===== src/rtl/pipelined_adder_pkg.sv =====
// Shared helpers for the pipelined adder: chunk sizing and parameter legality.
// Latency: n/a (elaboration-time functions only).
// Backpressure: n/a.
package pipelined_adder_pkg;

  // Bits handled by each pipeline stage.
  function automatic int chunk_width(input int width, input int stages);
    return (stages >= 1) ? width / stages : width;
  endfunction

  // Legal configurations: at least one stage, and an equal chunk per stage.
  function automatic bit params_legal(input int width, input int stages);
    return (width >= 1) && (stages >= 1) && ((width % stages) == 0);
  endfunction

endpackage


===== src/rtl/adder_chunk.sv =====
// Combinational W-bit adder slice with carry-in and carry-out.
// Latency: 0 cycles (purely combinational).
// Backpressure: none; the enclosing pipeline registers its outputs.
module adder_chunk
  import pipelined_adder_pkg::*;
#(
  parameter int W = 4
) (
  input  logic [W-1:0] a,
  input  logic [W-1:0] b,
  input  logic         ci,
  output logic [W-1:0] s,
  output logic         co
);

  // Full add of one slice; the extra top bit becomes the slice carry.
  always_comb begin
    {co, s} = {1'b0, a} + {1'b0, b} + {{W{1'b0}}, ci};
  end

endmodule


===== src/rtl/pipelined_adder.sv =====
// Pipelined ripple-chunk adder: sum = a + b + cin, one CHUNK-bit slice per stage.
// Latency: STAGES cycles from accept to out_valid, plus one per stall cycle.
// Backpressure: global stall; every stage holds while out_valid && !out_ready, in_ready = !stall.
// Optional PIPELINED_ADDER_OVF_EN adds a registered signed-overflow output (ovf).
module pipelined_adder
  import pipelined_adder_pkg::*;
#(
  parameter int WIDTH  = 16,
  parameter int STAGES = 4
) (
  input  logic             clk,
  input  logic             rst_n,
  input  logic             in_valid,
  output logic             in_ready,
  input  logic [WIDTH-1:0] a,
  input  logic [WIDTH-1:0] b,
  input  logic             cin,
  output logic             out_valid,
  input  logic             out_ready,
  output logic [WIDTH-1:0] sum,
  output logic             cout
`ifdef PIPELINED_ADDER_OVF_EN
  ,
  output logic             ovf
`endif
);

  localparam int CHUNK = chunk_width(WIDTH, STAGES);
  // Operand-B registers exist only between stages (none after the last one).
  localparam int BQ    = (STAGES > 1) ? STAGES - 1 : 1;

  if (!params_legal(WIDTH, STAGES)) begin : g_param_check
    $error("pipelined_adder: need STAGES >= 1, WIDTH >= 1 and WIDTH divisible by STAGES");
  end

  // The accumulator word rotates right by CHUNK each stage: the next operand-A
  // slice is always at the bottom and finished sum slices enter at the top, so
  // after STAGES rotations it holds the complete sum in natural bit order.
  // Operand B simply shifts right so its next slice is also at the bottom.
  logic             en;
  logic             v_q    [STAGES];
  logic             c_q    [STAGES];
  logic [WIDTH-1:0] acc_q  [STAGES];
  logic [WIDTH-1:0] b_q    [BQ];

  logic             v_in   [STAGES];
  logic             c_in   [STAGES];
  logic [WIDTH-1:0] acc_in [STAGES];
  logic [WIDTH-1:0] b_in   [STAGES];
  logic [CHUNK-1:0] s_chunk  [STAGES];
  logic             co_chunk [STAGES];

  assign en        = !(out_valid && !out_ready);
  assign in_ready  = en;
  assign out_valid = v_q[STAGES-1];
  assign sum       = acc_q[STAGES-1];
  assign cout      = c_q[STAGES-1];

  for (genvar k = 0; k < STAGES; k++) begin : g_stage
    if (k == 0) begin : g_head
      assign v_in[k]   = in_valid;
      assign c_in[k]   = cin;
      assign acc_in[k] = a;
      assign b_in[k]   = b;
    end else begin : g_link
      assign v_in[k]   = v_q[k-1];
      assign c_in[k]   = c_q[k-1];
      assign acc_in[k] = acc_q[k-1];
      assign b_in[k]   = b_q[k-1];
    end

    adder_chunk #(.W(CHUNK)) u_chunk (
      .a  (acc_in[k][CHUNK-1:0]),
      .b  (b_in[k][CHUNK-1:0]),
      .ci (c_in[k]),
      .s  (s_chunk[k]),
      .co (co_chunk[k])
    );

    // Stage register: valid, slice carry and rotated accumulator advance together.
    always_ff @(posedge clk or negedge rst_n) begin
      if (!rst_n) begin
        v_q[k]   <= 1'b0;
        c_q[k]   <= 1'b0;
        acc_q[k] <= '0;
      end else if (en) begin
        v_q[k]   <= v_in[k];
        c_q[k]   <= co_chunk[k];
        acc_q[k] <= (acc_in[k] >> CHUNK) | (WIDTH'(s_chunk[k]) << (WIDTH - CHUNK));
      end
    end

    if (k < STAGES - 1) begin : g_bfwd
      // Forward the not-yet-consumed upper slices of operand B.
      always_ff @(posedge clk or negedge rst_n) begin
        if (!rst_n) begin
          b_q[k] <= '0;
        end else if (en) begin
          b_q[k] <= b_in[k] >> CHUNK;
        end
      end
    end

`ifdef PIPELINED_ADDER_OVF_EN
    if (k == STAGES - 1) begin : g_ovf
      logic ovf_q;
      // Operand MSBs reach the last stage inside the operand words; overflow
      // is judged there and registered alongside the top sum slice.
      always_ff @(posedge clk or negedge rst_n) begin
        if (!rst_n) begin
          ovf_q <= 1'b0;
        end else if (en) begin
          ovf_q <= (acc_in[k][CHUNK-1] == b_in[k][CHUNK-1]) &&
                   (s_chunk[k][CHUNK-1] != acc_in[k][CHUNK-1]);
        end
      end
      assign ovf = ovf_q;
    end
`endif
  end

endmodule


===== config.mk =====
export PLATFORM = sky130hd
export DESIGN_NAME = pipelined_adder
export DESIGN_NICKNAME = d
export VERILOG_FILES = /design/src/rtl/pipelined_adder_pkg.sv /design/src/rtl/adder_chunk.sv /design/src/rtl/pipelined_adder.sv
export SDC_FILE = /design/constraint.sdc
export NUM_CORES = 1
export LEC_CHECK = 0
export ABC_AREA = 1
export CORE_MARGIN = 1.5
export CORE_UTILIZATION = 35
export DETAILED_ROUTE_END_ITERATION = 7
export PLACE_DENSITY = 0.6
export SLEW_MARGIN = 20
export SYNTH_ARGS = -nofsm -noshare
export SYNTH_HDL_FRONTEND = slang
export SYNTH_SLANG_ARGS = --single-unit

===== constraint.sdc =====
create_clock -name clk -period 2.05 [get_ports clk]
set_clock_uncertainty 0.1 [all_clocks]
set_input_delay 0.3075 -clock clk [delete_from_list [all_inputs] [get_ports clk]]
set_output_delay 0.3075 -clock clk [all_outputs]
set_load 0.01 [all_outputs]

Yosys cells after proc, flatten, opt, wreduce, memory -nomap -nowiden --
Index checks and enable logic that the tools add are counted. W data, S select, Z words.
Word-level totals: register bits 96, input port bits 37, output and inout bits 19
Operators by class: add/subtract/negate cells 8, bitwise logic cells 4, reductions and logical operators 3
Operators with widths (number):
- $or A12 B16 Y16 | 4
- $add A4 B4 Y5 | 4
- $add A5 B1 Y5 | 4
- $logic_not A1 Y1 | 2
- $logic_and A1 B1 Y1 | 1

Depth between registers and ports, before layout --
word-level depth 3, mapped depth 8, mapped depth without buffers 8

Cells and area by module --
A second synthesis with hierarchy kept.
Second synthesis, totals: cells, all modules 516, area total of the unflattened synthesis 4476.8 µm²
By module, submodules not included:
- pipelined_adder | times used 1, cells an instance 416, area an instance 3816.2 µm², seq. area each 2402.3 µm²
- adder_chunk | times used 4, cells an instance 25, area an instance 165.2 µm², seq. area each 0.0 µm²

Least setup slack after synthesis --
Ideal clock, no wire load.
path kind register to register, start register acc_q, in the netlist acc_in[0], end register c_q, in the netlist cout, library setup time 126 ps, arrival 1511 ps, setup slack 313 ps, cell stages (with the launch flop) 7, buffers on the path 0, path through dfrtp_1 > fa_1 > fa_1 > nand2_1 > inv_1 > o21ai_0 > a21oi_1
On the way: cells in the longest elaborated chain, start to end 2
RTL lines:
- from (decl) | RTL line pipelined_adder.sv:43 | logic [WIDTH-1:0] acc_q [STAGES];
- from (signal, indexed assignment) | RTL line pipelined_adder.sv:89 | acc_q[k] <= (acc_in[k] >> CHUNK) | (WIDTH'(s_chunk[k]) << (WIDTH - CHUNK));
- $add A4 B4 Y5 | RTL line adder_chunk.sv:18 | {co, s} = {1'b0, a} + {1'b0, b} + {{W{1'b0}}, ci};
- $add A5 B1 Y5 | RTL line adder_chunk.sv:18
- to (signal, indexed assignment) | RTL line pipelined_adder.sv:88 | c_q[k] <= co_chunk[k];
- to (decl) | RTL line pipelined_adder.sv:42 | logic c_q [STAGES];
Every way passes these cells. A chain may end at the register's enable or synchronous reset.

Worst setup path in the final report --
start input port out_ready, end output port in_ready
On the way: cells in the longest elaborated chain, start to end 3
RTL lines:
- from (decl) | RTL line pipelined_adder.sv:19 | input logic out_ready,
- $logic_not A1 Y1 | RTL line pipelined_adder.sv:53 | assign en = !(out_valid && !out_ready);
- $logic_and A1 B1 Y1 | RTL line pipelined_adder.sv:53
- $logic_not A1 Y1 | RTL line pipelined_adder.sv:53
- to (decl) | RTL line pipelined_adder.sv:14 | output logic in_ready,
Every way passes these cells.

==> impl_metrics.yaml <==
floorplan:
  dieArea_um2: 12400
  die_x_um: 111.4
  core_area_um2: 11420
  initial_utilization: 0.3600
  rows: 39
  pin_count: 56
  die_y_um: 111.4
route:
  drt_iter0_markers: 130
  vias: 2905
  drtPass1Iterations: 4
  postRouteAntennaNets: 0
  viasPerCell: 4.428
  drc: 0
  routed_wl_mm: 7.521
  wl_per_cell_um: 11.46
yosys:
  synth_warnings: 0
  synthDistinctLibCells: 19
  synth_area_um2: 4110
  ys_seq_elements: 96
  ys_seq_area_frac: 0.5845
  synth_xor_area_frac: 0.004262
  synthCells: 456
  synth_nets: 513
  synth_top_family_by_area: "simple AND/OR/NAND/NOR gates"
  synth.mux.area_fraction: 0
  synth_compound_area_frac: 0.05753
  synth-simple-area-share: 0.2240
  avgSynthCellArea_um2: 9.014
  synthAdderAreaFrac: 0.07549
cells_and_area:
  antenna_cells: 0
  ff_latch_area_um2: 2402
  layout-drive-gt1-share: 0.04678
  final_util: 0.4482
  multi_input_area_um2: 1485
  stdcell_area_um2: 5117
  nFillCells: 1138
  synthToLayoutAreaGrowth_pct: 24.51
  fin_cells: 656
  num-nets-final: 565
worst_setup_path:
  cp_max_fo: 2
  crit_top_cell: "clkdlybuf4s50_1"
  regToRegEndpoint: "cout$_DFFE_PN0N_"
  cp.buffers_inverters: 3
  r2r_start: "acc_in[0]$_DFFE_PN0N_"
  worstPathRequired_ps: 1640
  cp.arrival_ps: 1480
  critPathLaunchType: "input port"
  critical_path_class: "input port to output port"
  r2r_slack_ps: 160
  critical_path.max_stage_delay_ps: 540
  cp-end-kind: "output port"
  crit_slowest_cell: "clkdlybuf4s50_1"
  cp_cell_sequence: "clkdlybuf4s50_1, nor2_4, inv_2, clkdlybuf4s50_1"
  critical-path-top-delay-family: "buffers and inverters"
  ff2ff_path_depth: 6
worst_hold_path:
  min_path_cells: 2
  min_from: "v_in[0]$_DFFE_PN0N_"
  min_to: "out_valid$_DFFE_PN0N_"
  holdCritPathClass: "flip-flop to flip-flop"
power:
  ir_drop_mv: 0.4212
  sw_frac_of_total: 0.3447
  power_density_nw_per_um2: 1421
  combPwrFrac: 0.347
  clkPwrFrac: 0.220
  p_leak_uw: 0.002582
  p_sw_uw: 2506
  power.total_uw: 7269
  seqPwrFrac: 0.433
  p_int_uw: 4763
timing:
  finalSetupTns_ps: 0
  finalHoldViolCount: 0
  relSlewSlack: 0.6785
  finalMaxSlewViolations: 0
  final.min_clock_period_ps: 1892
  finalCritPeriodShare: 0.9228
  grt_setup_unrepaired: "false"
  setup_violations: 0
  fmax_ghz: 0.5286
  tightest_slew_ps: 482.3
clocking:
  clock-sinks: 96
  clockBufferDepth: 2
  cts-resized-gates: 0
  htree_num_levels: 3
  clk_latency_ps: 330
  tritoncts: "built"
  cts-root-buf: "clkbuf_16"
  path_clk_slew_ps: 60
  cts_buffers: 9
global_routing:
  grt_usage: 0.1358
  grt_max_degree: 97
  grt_overflow_total: 0
  grt_pass1_vias: 3050
  grt_pass1_wl_mm: 13.77
  antenna_found_initial: 0
place:
  numPortBuffers: 55
  placed_area_um2: 4813
  dpl.hpwl_mm: 4.950
  place_congestion: 0.7376
  place_inst: 639
run:
  maxCapViolCount: 0
status:
  status: "finished, final reports clean"
[metrics by stage]
step           hold WS (ps)  setup WS [ps]
3_5_place_dp          204.6         -73.47
5_1_grt               375.2          51.79
4_1_cts               355.7          141.5
6_report              352.6          158.3
3_3_place_gp          201.3         -27.94
2_1_floorplan        -88.09          313.0
[cells by family (layout without fill, tap and decap cells)]
kind of cell	Yosys count	after routing
DFF	96	96
xor gates and xnor gates	2	2
adders and majority gates	20	20
and+or+nand+nor	239	239
AOI/OAI and AO/OA	46	46
buffers and inverters	53	110
[power by group through the flow]
stage | Clock [uW] | Combinational [uW] | Sequential [uW]
after global placement | 0 | 2480 | 3150
after floorplan | 0 | 1620 | 3160
after detailed placement | 0 | 2550 | 3190
final | 1600 | 2520 | 3150
after global routing | 1740 | 2980 | 3260
after CTS | 1650 | 2570 | 3160
[what timing repair did]
item / CTS / global route
hold buffers: 1 / 0
endpoints found under the hold margin: 35 / 0
buffers inserted: 0 / 0
[cell usage after synthesis, drive strengths merged]
library cell,count,share of area
nand2,217,0.20
dfrtp,96,0.58
o21ai,37,0.045
inv,33,0.030
buf,15,0.019
ha,12,0.037
nand3,11,0.013
nor2,10,0.011
fa,8,0.039
a21oi,6,0.0073
clkbuf,5,0.0046
xor2,2,0.0043
a22oi,1,0.0018
a31oi,1,0.0015
o31ai,1,0.0018
or2,1,0.0015
[tightest hold or removal path, stage by stage, from the launching register on]
cell and delay (ps):
dfrtp_1 320, inv_1 40, nand2_1 50
[cells in the final DEF (no fill, tap or decap), types with 2 or more instances in the layout]
cell,instances
nand3_1,11
clkdlybuf4s50_1,54
o21ai_0,37
clkinvlp_4,2
buf_12,3
clkbuf_8,3
dfrtp_1,96
nand2_1,217
inv_1,32
a21oi_1,6
buf_4,3
xor2_1,2
ha_1,12
nor2_1,9
fa_1,8
clkbuf_16,9
[state kept, by name (all words and copies together), names as in the netlist]
register,flops
cout,1
acc_in,48
c_in,3
b_in,24
out_valid,1
v_in,3
sum,16
[routing by layer]
metal | wire length [um] | track usage
met1 | 3789 | 0.1783
met2 | 3339 | 0.2168
met3 | 235 | 0.02940
met4 | 157 | 0.06245
met5 | 0 | 0
[layout make-up]
| class | count | share of cell area |
|---|---|---|
| Sequential cell | 96 | 0.4694 |
| Clock inverter | 3 | 0.004645 |
| Clock buffer | 13 | 0.05281 |
| Multi-Input combinational cell | 307 | 0.2902 |
| Inverter | 33 | 0.02421 |
| Tap cell | 143 | 0.03496 |
| Timing Repair Buffer | 61 | 0.1237 |
[how the worst max path moves through the flow]
stage / from / to / slack (ps) / cells past startpoint
after global routing: acc_in[0]$_DFFE_PN0N_ / cout$_DFFE_PN0N_ / 50 / 6
after detailed placement: a[0] / acc_in[46]$_DFFE_PN0N_ / -70 / 6
after CTS: acc_in[0]$_DFFE_PN0N_ / cout$_DFFE_PN0N_ / 140 / 6
after floorplan: acc_in[0]$_DFFE_PN0N_ / cout$_DFFE_PN0N_ / 310 / 6
after global placement: a[0] / acc_in[46]$_DFFE_PN0N_ / -30 / 6
final: out_ready / in_ready / 160 / 4
Note: power is estimated with default switching activity, not from simulation.
